$ cat src/rtl/ecc_apb_pkg.sv
// rtl/ecc_apb_pkg.sv - shared types and register map for the ECC APB command master
package ecc_apb_pkg;

  localparam int CMD_ADDR_W = 20;
  localparam int CMD_WORD_W = 32;

  localparam logic [CMD_ADDR_W-1:0] REG_CTRL           = 20'h00;
  localparam logic [CMD_ADDR_W-1:0] REG_DATA_IN        = 20'h04;
  localparam logic [CMD_ADDR_W-1:0] REG_CODEWORD_WIDTH = 20'h08;
  localparam logic [CMD_ADDR_W-1:0] REG_NOISE          = 20'h0C;

  typedef enum logic [2:0] {
    ST_IDLE      = 3'd0,
    ST_SETUP     = 3'd1,
    ST_ACCESS    = 3'd2,
    ST_RB_SETUP  = 3'd3,
    ST_RB_ACCESS = 3'd4
  } apb_state_t;

  typedef struct packed {
    logic                  write;
    logic [CMD_ADDR_W-1:0] addr;
    logic [CMD_WORD_W-1:0] wdata;
  } cmd_t;

endpackage

$ cat src/rtl/ecc_cmd_fifo.sv
// rtl/ecc_cmd_fifo.sv - synchronous command FIFO with extra-MSB pointers for full/empty
module ecc_cmd_fifo
  import ecc_apb_pkg::*;
#(
  parameter int DEPTH = 4
) (
  input  logic clk,
  input  logic rst,
  input  logic push,
  input  cmd_t push_data,
  input  logic pop,
  output cmd_t head,
  output logic full,
  output logic empty
);

  localparam int AW = $clog2(DEPTH);

  cmd_t          mem [DEPTH];
  logic [AW:0]   wptr;
  logic [AW:0]   rptr;
  logic          do_push;
  logic          do_pop;

  assign empty   = (wptr == rptr);
  assign full    = (wptr[AW] != rptr[AW]) && (wptr[AW-1:0] == rptr[AW-1:0]);
  assign do_push = push && !full;
  assign do_pop  = pop && !empty;
  assign head    = mem[rptr[AW-1:0]];

  always_ff @(posedge clk) begin
    if (rst) begin
      wptr <= '0;
      rptr <= '0;
    end else begin
      if (do_push) wptr <= wptr + 1'b1;
      if (do_pop)  rptr <= rptr + 1'b1;
    end
  end

  // Storage needs no reset: pointers alone define what is valid.
  always_ff @(posedge clk) begin
    if (do_push) mem[wptr[AW-1:0]] <= push_data;
  end

endmodule

$ cat src/rtl/ecc_apb_cmd_master.sv
// rtl/ecc_apb_cmd_master.sv - command FIFO to APB master; ECC_APB_RDBK_VERIFY_EN adds write readback check
module ecc_apb_cmd_master
  import ecc_apb_pkg::*;
#(
  parameter int AMBA_ADDR_WIDTH = CMD_ADDR_W,
  parameter int AMBA_WORD       = CMD_WORD_W,
  parameter int CMD_DEPTH       = 4
) (
  input  logic                       clk,
  input  logic                       rst,
  input  logic                       cmd_valid,
  output logic                       cmd_ready,
  input  logic                       cmd_write,
  input  logic [AMBA_ADDR_WIDTH-1:0] cmd_addr,
  input  logic [AMBA_WORD-1:0]       cmd_wdata,
  output logic [AMBA_ADDR_WIDTH-1:0] PADDR,
  output logic [AMBA_WORD-1:0]       PWDATA,
  output logic                       PWRITE,
  output logic                       PSEL,
  output logic                       PENABLE,
  input  logic [AMBA_WORD-1:0]       PRDATA,
  output logic                       rsp_valid,
  output logic [AMBA_WORD-1:0]       rsp_rdata,
  output logic                       busy,
  output logic                       rdbk_err
);

  apb_state_t state;
  cmd_t       push_cmd;
  cmd_t       head_cmd;
  logic       fifo_full;
  logic       fifo_empty;
  logic       xfer_done;
  logic       pop;

  assign cmd_ready = !fifo_full;
  assign push_cmd  = '{write: cmd_write, addr: cmd_addr, wdata: cmd_wdata};
  assign busy      = !fifo_empty || (state != ST_IDLE);

  ecc_cmd_fifo #(.DEPTH(CMD_DEPTH)) u_fifo (
    .clk       (clk),
    .rst       (rst),
    .push      (cmd_valid && cmd_ready),
    .push_data (push_cmd),
    .pop       (pop),
    .head      (head_cmd),
    .full      (fifo_full),
    .empty     (fifo_empty)
  );

  // A transfer is finished once no readback remains owed for it.
  always_comb begin
`ifdef ECC_APB_RDBK_VERIFY_EN
    xfer_done = ((state == ST_ACCESS) && !PWRITE) || (state == ST_RB_ACCESS);
`else
    xfer_done = (state == ST_ACCESS);
`endif
  end

  assign pop = !fifo_empty && ((state == ST_IDLE) || xfer_done);

  always_ff @(posedge clk) begin
    if (rst) begin
      state     <= ST_IDLE;
      PSEL      <= 1'b0;
      PENABLE   <= 1'b0;
      PWRITE    <= 1'b0;
      PADDR     <= '0;
      PWDATA    <= '0;
      rsp_valid <= 1'b0;
      rsp_rdata <= '0;
    end else begin
      rsp_valid <= 1'b0;
      if (pop) begin
        state   <= ST_SETUP;
        PSEL    <= 1'b1;
        PENABLE <= 1'b0;
        PWRITE  <= head_cmd.write;
        PADDR   <= head_cmd.addr;
        PWDATA  <= head_cmd.wdata;
      end else begin
        case (state)
          ST_SETUP: begin
            state   <= ST_ACCESS;
            PENABLE <= 1'b1;
          end
          ST_ACCESS: begin
`ifdef ECC_APB_RDBK_VERIFY_EN
            if (PWRITE) begin
              state   <= ST_RB_SETUP;
              PWRITE  <= 1'b0;
              PENABLE <= 1'b0;
            end else
`endif
            begin
              state   <= ST_IDLE;
              PSEL    <= 1'b0;
              PENABLE <= 1'b0;
            end
          end
`ifdef ECC_APB_RDBK_VERIFY_EN
          ST_RB_SETUP: begin
            state   <= ST_RB_ACCESS;
            PENABLE <= 1'b1;
          end
          ST_RB_ACCESS: begin
            state   <= ST_IDLE;
            PSEL    <= 1'b0;
            PENABLE <= 1'b0;
          end
`endif
          default: ;
        endcase
      end
      if ((state == ST_ACCESS) && !PWRITE) begin
        rsp_valid <= 1'b1;
        rsp_rdata <= PRDATA;
      end
    end
  end

`ifdef ECC_APB_RDBK_VERIFY_EN
  // PWDATA still holds the written value throughout the readback.
  always_ff @(posedge clk) begin
    if (rst) rdbk_err <= 1'b0;
    else     rdbk_err <= (state == ST_RB_ACCESS) && (PRDATA != PWDATA);
  end
`else
  assign rdbk_err = 1'b0;
`endif

endmodule

$ cat config.mk
export PLATFORM = sky130hd
export DESIGN_NAME = ecc_apb_cmd_master
export DESIGN_NICKNAME = d
export VERILOG_FILES = /design/src/rtl/ecc_apb_pkg.sv /design/src/rtl/ecc_cmd_fifo.sv /design/src/rtl/ecc_apb_cmd_master.sv
export SDC_FILE = /design/constraint.sdc
export NUM_CORES = 1
export LEC_CHECK = 0
export BUFFER_PORTS_ARGS = -buffer_cell sky130_fd_sc_hd__clkbuf_2
export CORE_AREA = 2 2 175 211
export DETAILED_ROUTE_END_ITERATION = 6
export DIE_AREA = 0 0 177 213
export PLACE_DENSITY = 0.52
export SYNTH_ARGS = -nofsm -noshare
export SYNTH_HDL_FRONTEND = slang
export SYNTH_HIERARCHICAL = 1
export SYNTH_SLANG_ARGS = --single-unit
$ cat constraint.sdc
create_clock -name clk -period 13.05 [get_ports clk]
set_input_delay 2.61 -clock clk [delete_from_list [all_inputs] [get_ports clk]]
set_output_delay 2.61 -clock clk [all_outputs]
set_load 0.03 [all_outputs]
==> run metrics <==
Worst IR Drop VDD=0.1338 mV; Req. time, crit path=~10 ns; drc violations=0; number of synthesized register bits=a little over 300; post-CTS sizing=0; power per cell area=between 200 and 250 nW/µm²; Final Hold Fails=0; Post-Syn Nets=837; Synthesis Warnings=6; Final setup violation count=0; largest fanout on the critical path=8; post-CTS setup buffer count=0; core box area=35,660 µm²; Slew headroom=between 20% and 30%; Power Total=3257 µW; CTS tree=done; final wirelength=25,110 µm; vias per cell=4.615; number of cell rows=76; crit path time final=5.072 ns; Worst Max-Slew Pin Slew=approximately 1.2 ns; leakage=0.004784 µW; vias in the first global route=between 6,000 and 7,000; clock sink count=around 310; Slew Viols, Final=0; top cells by area, synth=edfxtp_1 55%, dfxtp_1 17%, mux4_2 10%; clock latency on the worst-skew pair=between 0.5 and 0.6 ns; initial antenna violation count=3; prevailing post-synth register cell=edfxtp_1; Core Util, Final=38.80%; chip width=177 µm; nets=1,008; EDFF count, synth=212; Distinct cells, synth=43; Initial Utilization=about a third; IO Pins=179; Worst-path clk slew=0.06 ns; global-route wire length before repair=38,360 µm; Initial DRC Count=around 320; total track usage=13.28%; IO buf count=between 150 and 200; Worst Setup End Kind=output port; Fmax=0.1971 GHz; maxcap violations=0; Post-DP HPWL=14,800 µm; syn_area_per_cell=roughly 16 µm²; Root Buffer Master=clkbuf_16; vias=6,488; Cells after Synth=741; P&R area growth vs syn=18.81%; top-area cell type share of the netlist area=54.66%; mapped cell area=roughly 12,000 µm²; Pre-antenna DRT Iters=4; wire length per cell=17.86 µm; Seq/Total Area, Yosys=between 70% and 80%; Post-DRT Antenna Nets=0; RSZ-0062 raised after global routing=no; CTS hold repair buffers=0; H-Tree Depth=1; Placed Instance Area=12,870 µm²; largest net degree at the start of global routing=66; die height=213 µm; Inserted Clock Buffers=31; async set-or-reset flop fraction in the synthesized netlist=0%; final worst path period share=38.87%; status=finished clean; startpoint class of the critical path=flop; clk_skew=about 0.016 ns; Crit Path Category=flop to output port; area leader, netlist=edfxtp_1; area of the die=37,700 µm²; share of cells above drive strength 1=37.89%; Setup TNS=0 ns; HP Class=flop to flop; CTS max path bufs=3; Placer Congestion=0.7206; remaining global-route overflow=0; CP arrival=2.46 ns; Finished Cell Area=13,840 µm²
[flip-flops by register name (all words and copies together), names as in the netlist, named ones only]
register / count
rsp_rdata: 32
u_fifo/wptr: 3
PADDR: 20
state: 2
u_fifo/rptr: 3
rsp_valid: 1
PWRITE: 1
PSEL: 1
PWDATA: 32
u_fifo/mem: 212
[final cells by class]
class / instances / area [µm²]
clock inverter: 14 / 128.9
fill: 3424 / 21820
antenna: 1 / 2.502
timing repair buffer: 183 / 933.4
clock buffer: 44 / 834.6
inverter: 9 / 33.78
multi-input combinational: 378 / 3003
tap: 468 / 585.6
sequential: 309 / 8315
[synth_stat cells, types with 2 or more instances]
library cell	count
a21oi_1	51
a21oi_2	38
a31oi_1	4
a41oi_1	2
and2_1	3
buf_1	5
buf_12	3
buf_2	15
buf_4	7
buf_6	6
clkbuf_1	5
dfxtp_1	97
edfxtp_1	212
ha_1	8
inv_1	8
mux4_2	53
nand2_1	146
nand2_2	30
nand2b_1	3
nand3_1	3
nand4_1	2
nor2_1	3
nor2b_1	2
nor3b_1	4
o211ai_1	5
o21ai_0	4
or3_1	2
xnor2_1	3
xor2_1	3
[placed cells by master (no fill, tap or decap), types with 4 or more instances in the layout]
cell       Yosys  final
clkinv_1       0      5
ha_1           8      8
mux4_2        53     53
clkbuf_2       1    176
o21ai_0        4      4
edfxtp_1     212    212
nand2_2       30     30
buf_4          7      7
clkbuf_16      0     31
a21oi_1       51     51
nand2_1      146    146
dfxtp_1       97     95
clkbuf_1       5     12
nor3b_1        4      4
o211ai_1       5      5
inv_1          8      8
a21oi_2       38     38
[power by group]
group | switching, µW | internal (µW) | leakage [µW] | total, µW
Clock | 367 | 484 | 0.000456 | 851
Sequential | 113 | 1270 | 0.00274 | 1390
Combinational | 699 | 320 | 0.00159 | 1020
Total | 1180 | 2080 | 0.00478 | 3260
[kinds of logic (layout without fill, tap and decap cells)]
kind of cell,Yosys count,after routing,share of synthesized area [%]
and+or+nand+nor,201,201,7.628
other,1,2,0.03220
xor gates and xnor gates,6,6,0.4513
AOI/OAI and AO/OA,109,109,6.285
muxes,53,53,10.25
DFF,309,309,71.34
adders and majority gates,8,8,0.8595
buffers and inverters,54,250,3.158
[path summary, 6_finish.rpt]
kind                       start               end  slack, ns  cells past startpoint
setup / recovery  u_fifo/wptr[0]              busy       7.98                      5
hold / removal      rsp_rdata[2]      rsp_rdata[2]       0.45                      2
setup reg to reg  u_fifo/wptr[1]  u_fifo/mem[2][6]       9.97                      7
hold reg to reg     rsp_rdata[2]      rsp_rdata[2]       0.45                      2
[metal layers]
metal	track usage, %	vias up	share of wire, %
li1	-	3086	-
met1	15.97	3192	41
met2	23.23	173	50
met3	3.348	33	6.4
met4	4.303	4	2.1
met5	0	-	0.092
[metrics by stage]
stage	setup slack (ns)	hold slack, ns	std cells
6_report	7.978	0.4540	1406
4_1_cts	7.951	0.4557	1405
3_3_place_gp	8.424	0.4407	1347
5_1_grt	7.733	0.4669	1405
2_1_floorplan	6.834	0.4938	741
3_5_place_dp	8.405	0.4477	1347
[worst max-delay path: stages (launching register included)]
cell      delay (ns)
dfxtp_1         0.38
xnor2_1         0.63
nand2_1         0.29
nor2_1          0.30
nand2_1         0.10
clkbuf_2        0.19
No activity file was read; power rests on OpenSTA's default activity.
